==> src/rtl/mem_port_arbiter.sv <==
// mem_port_arbiter
// Shares one 32x8 byte-wide memory between an instruction-fetch port and a
// data port. Each 32-bit word moves as four big-endian byte cycles. When both
// ports request at once, the port that did not win last time is granted, so
// neither side can be starved.
module mem_port_arbiter (
    input  logic        clk,
    input  logic        reset,
    input  logic        if_req,
    input  logic [4:0]  if_addr,
    output logic [31:0] if_rdata,
    output logic        if_done,
    input  logic        dm_req,
    input  logic        dm_we,
    input  logic [4:0]  dm_addr,
    input  logic [31:0] dm_wdata,
    output logic [31:0] dm_rdata,
    output logic        dm_done,
    output logic [4:0]  mem_addr,
    output logic        mem_we,
    output logic [7:0]  mem_wdata,
    input  logic [7:0]  mem_rdata,
    output logic        busy,
    output logic        owner
);

    typedef enum logic [1:0] {
        IDLE = 2'd0,
        XFER = 2'd1,
        DONE = 2'd2
    } state_t;

    state_t      state;
    state_t      state_nxt;
    logic [1:0]  k;
    logic [1:0]  k_nxt;
    logic        last_owner;
    logic        grant;
    logic        start;
    logic [4:0]  base;
    logic        store;
    logic [31:0] wdata_l;
    logic [31:0] word;
    logic [31:0] word_nxt;

    // Byte idx of a word, big-endian: idx 0 is bits [31:24].
    function automatic logic [7:0] get_byte(input logic [31:0] w, input logic [1:0] idx);
        logic [7:0] b;
        case (idx)
            2'd0:    b = w[31:24];
            2'd1:    b = w[23:16];
            2'd2:    b = w[15:8];
            default: b = w[7:0];
        endcase
        return b;
    endfunction

    // Replace byte idx of a word, big-endian.
    function automatic logic [31:0] put_byte(input logic [31:0] w, input logic [1:0] idx,
                                             input logic [7:0] b);
        logic [31:0] r;
        r = w;
        case (idx)
            2'd0:    r[31:24] = b;
            2'd1:    r[23:16] = b;
            2'd2:    r[15:8]  = b;
            default: r[7:0]   = b;
        endcase
        return r;
    endfunction

    // Word register with the byte arriving this cycle merged in.
    assign word_nxt = put_byte(word, k, mem_rdata);

    // Next-state, arbitration and memory-side outputs.
    always_comb begin
        state_nxt = state;
        k_nxt     = k;
        grant     = 1'b0;
        start     = 1'b0;
        busy      = 1'b0;
        if_done   = 1'b0;
        dm_done   = 1'b0;
        mem_addr  = 5'd0;
        mem_we    = 1'b0;
        mem_wdata = 8'd0;
        case (state)
            IDLE: begin
                if (if_req || dm_req) begin
                    start     = 1'b1;
                    grant     = (if_req && dm_req) ? ~last_owner : dm_req;
                    state_nxt = XFER;
                    k_nxt     = 2'd0;
                end
            end
            XFER: begin
                busy     = 1'b1;
                mem_addr = base + {3'b000, k};
                if (store) begin
                    mem_we    = 1'b1;
                    mem_wdata = get_byte(wdata_l, k);
                end
                k_nxt = k + 2'd1;
                if (k == 2'd3) begin
                    state_nxt = DONE;
                end
            end
            DONE: begin
                busy      = 1'b1;
                mem_addr  = base;
                if_done   = ~owner;
                dm_done   = owner;
                state_nxt = IDLE;
            end
            default: begin
                state_nxt = IDLE;
            end
        endcase
    end

    // Control state: FSM, byte counter and grant history.
    always_ff @(posedge clk or posedge reset) begin
        if (reset) begin
            state      <= IDLE;
            k          <= 2'd0;
            owner      <= 1'b0;
            last_owner <= 1'b1;
        end else begin
            state <= state_nxt;
            k     <= k_nxt;
            if (start) begin
                owner      <= grant;
                last_owner <= grant;
            end
        end
    end

    // Transaction operands latched at grant; read bytes gathered during XFER.
    always_ff @(posedge clk) begin
        if (start) begin
            base    <= grant ? dm_addr : if_addr;
            store   <= grant & dm_we;
            wdata_l <= dm_wdata;
        end
        if (state == XFER && !store) begin
            word <= word_nxt;
        end
    end

    // Publish the completed read word to its port on the last byte edge.
    always_ff @(posedge clk or posedge reset) begin
        if (reset) begin
            if_rdata <= 32'd0;
            dm_rdata <= 32'd0;
        end else if (state == XFER && k == 2'd3 && !store) begin
            if (owner) begin
                dm_rdata <= word_nxt;
            end else begin
                if_rdata <= word_nxt;
            end
        end
    end

endmodule

==> config.mk <==
export PLATFORM = sky130hd
export DESIGN_NAME = mem_port_arbiter
export DESIGN_NICKNAME = d
export VERILOG_FILES = /design/src/rtl/mem_port_arbiter.sv
export SDC_FILE = /design/constraint.sdc
export NUM_CORES = 1
export LEC_CHECK = 0
export ABC_CLOCK_PERIOD_IN_PS = 3100
export BUFFER_PORTS_ARGS = -buffer_cell sky130_fd_sc_hd__buf_2
export CAP_MARGIN = 15
export CORE_MARGIN = 1.5
export CORE_UTILIZATION = 53
export CTS_CLUSTER_DIAMETER = 120
export DETAILED_ROUTE_END_ITERATION = 7
export GPL_ROUTABILITY_DRIVEN = 0
export PLACE_DENSITY_LB_ADDON = 0.05
export REMOVE_ABC_BUFFERS = 1
export SETUP_SLACK_MARGIN = 0.4
export SLEW_MARGIN = 20
export SYNTH_ARGS = -nofsm -noshare
export SYNTH_HDL_FRONTEND = slang
export SYNTH_SLANG_ARGS = --single-unit
==> constraint.sdc <==
create_clock -name clk -period 3.1 [get_ports clk]
set_input_delay 0 -clock clk [delete_from_list [all_inputs] [get_ports clk]]
set_output_delay 0 -clock clk [all_outputs]
set_load 0.05 [all_outputs]
==> qor.yml <==
synthesis:
  synth_enable_flop_cells: 70
  yosysTopAreaCell: "edfxtp_1"
  synth_top_area_share_pct: 36.6
  syn-cell-area_um2: 5750
  synth_area_per_cell_um2: 12.6
  seq_area_frac_synth_pct: 67.1
  synth.distinct_cells: 33
  async_flop_share_pct: 50.0
  yosys_register_bits: 140
  syn_inst: 458
  synthTopCellsByCount: "edfxtp_1 (70), dfrtp_1 (69), o21ai_0 (44)"
  synth.most_common_cell: "edfxtp_1"
  synth_warnings: 0
  ys_dominant_reg_cell: "edfxtp_1"
  synth_area_leaders: "edfxtp_1 (37%), dfrtp_1 (30%), mux2i_1 (5.6%)"
job:
  max_cap_violations: 0
timing:
  hold_viol: 0
  drv_slew: 0
  tightest_slew_ns: 0.731
  rsz0062_at_grt: "false"
  finalCritPeriodShare_pct: 81.1
  fmax_mhz: 398
  period_minus_slack_ns: 2.51
  relSlewSlack_pct: 51.1
  finalClockSkew_ns: 0.00814
  setup_viol: 0
  holdWs_ns: 0.182
  fin_setup_tns_ns: 0
power:
  power_density_nw_per_um2: 1260
  peakVddDrop_mv: 1.02
  leakagePower_nw: 3.39
routing:
  wl_per_cell_um: 16.7
  drtIter0Drc: 325
  vias: 4149
  via_per_inst: 5.17
  drc: 0
  ant_nets: 0
  postRouteWirelength_um: 13400
  first_pass_iters: 5
worst_setup_path:
  startpoint: "k[0]$_DFFE_PP0P_"
  end_kind: "output pin"
  cp-start-kind: "flip-flop"
  crit_type: "reg2out"
  required_ns: 3.10
  reg2reg_from: "state[1]$_DFFE_PP0P_"
  r2r_setup_slack_ns: 0.66
  cp_max_fo: 11
  arrival_ns: 2.51
layout:
  nFillCells: 725
  final_net_count: 720
  final_cell_area_um2: 7670
  final_cells: 802
  antennaDiodeCount: 0
  area_growth_pct: 33.4
  drive_gt1_share_pct: 27.9
floorplanning:
  die_width_um: 107
  die_area_um2: 11500
  coreArea_um2: 10400
  rows: 37
  initial_utilization_pct: 55.2
  io_pins: 137
  die_y_um: 107
global_route:
  antenna_found_initial: 0
  first_global_vias: 4213
  grt_pass1_wl_um: 21400
  grt_start_max_net_pins: 65
  busiest_layer: "met2"
  gr-total-overflow: 0
  met3_usage_pct: 7.11
  grt.total_usage_pct: 24.9
  met1_usage_pct: 31.7
  met2_usage_pct: 41.7
clock_network:
  cts.sinks: 140
  clk_latency_ns: 0.51
  cts.path.max_buffers: 2
  cts_buffers: 17
  clk_pin_slew_ns: 0.06
  cts_tree: "built"
  h-tree-depth: 4
  postCtsSetupBuffers: 0
  root_buffer: "clkbuf_8"
hold_path:
  hp-class: "in2async"
placed_design:
  portBuffers: 136
  placed_cells: 716
  placed_cell_area_um2: 6520
  dp.final_hpwl_um: 8280
status:
  status: "finished, final reports clean"
[per-layer routing]
layer  vias up  share of wire [%]
li1       1987                  -
met1      2011                 41
met2       138                 51
met3        13                6.6
met4         0               0.88
met5         -                  0
[critical path: stages, from the launching register on]
cell      delay (ns)
dfrtp_2         0.45
inv_1           0.10
ha_1            0.40
buf_4           0.29
a222oi_1        0.13
o21ai_0         0.22
and2_1          0.16
buf_2           0.26
[kinds of logic (layout without fill, tap and decap cells)]
family	count (synthesis)	after routing	synth area share [%]
flops	140	140	67.1
compound gates	101	101	10.1
simple gates	101	101	8.05
buf+inv	68	276	5.75
mux	37	37	6.55
fa+ha+maj	11	11	2.53
[placed cells by master (no fill, tap or decap), drive strengths merged]
master	n
a21o	3
a21oi	38
a222oi	8
a22oi	2
a32o	1
and2	12
and4bb	1
buf	147
bufinv	3
clkbuf	24
clkinv	4
dfrtp	69
dfstp	1
dlygate4sd3	55
edfxtp	70
fa	1
ha	10
inv	43
mux2	5
mux2i	32
nand2	43
nand3	1
nand3b	2
nand4	2
nand4b	2
nor2	33
nor2b	4
o211ai	4
o21ai	44
o22ai	1
or3b	1
[area by class of cell]
cell class	count	area, µm²	area share [%]
Sequential cell	140	3860	50.3
Clock buffer	24	482	6.28
Tap cell	136	170	2.22
Inverter	43	161	2.10
Timing Repair Buffer	202	1310	17.1
Clock inverter	7	113	1.47
Multi-Input combinational cell	250	1570	20.5
[registers in the layout, summed over array words and instances (netlist names)]
register,flops
state,2
if_rdata,32
k,2
last_owner,1
store,1
owner,1
wdata_l,32
word,32
dm_rdata,32
base,5
[path summary, 6_finish.rpt]
| path | to | depth (start not counted) |
|---|---|---|
| min in group clk | wdata_l[6]$_DFFE_PP_ | 2 |
| max in group asynchronous | k[0]$_DFFE_PP0P_ | 4 |
| hold / removal | if_rdata[23]$_DFFE_PP0P_ | 3 |
| hold reg to reg | dm_rdata[5]$_DFFE_PP0P_ | 2 |
| setup reg to reg | base[0]$_DFFE_PP_ | 6 |
| setup / recovery | mem_wdata[7] | 7 |
[stage by stage]
stage | total power [mW] | setup slack [ns] | utilization [%]
final | 9.67 | 0.586 | 73.6
after detailed placement | 7.59 | 0.742 | 62.6
after global placement | 7.50 | 0.820 | 62.6
after global routing | 10.2 | 0.420 | 73.6
after floorplan | 6.45 | 0.340 | -
after CTS | 9.71 | 0.517 | 73.6
[power breakdown]
part | internal [mW] | leakage, nW | switching [mW]
Clock | 1.31 | 0.292 | 0.701
Sequential | 2.94 | 1.40 | 0.373
Combinational | 1.13 | 1.70 | 3.22
[what timing repair did]
item                       in CTS  in global routing
setup endpoints to repair       0                  6
resized for setup               0                  2
hold buffers                   55                  0
hold endpoints to repair      173                  0
No activity file was read; power rests on OpenSTA's default activity.
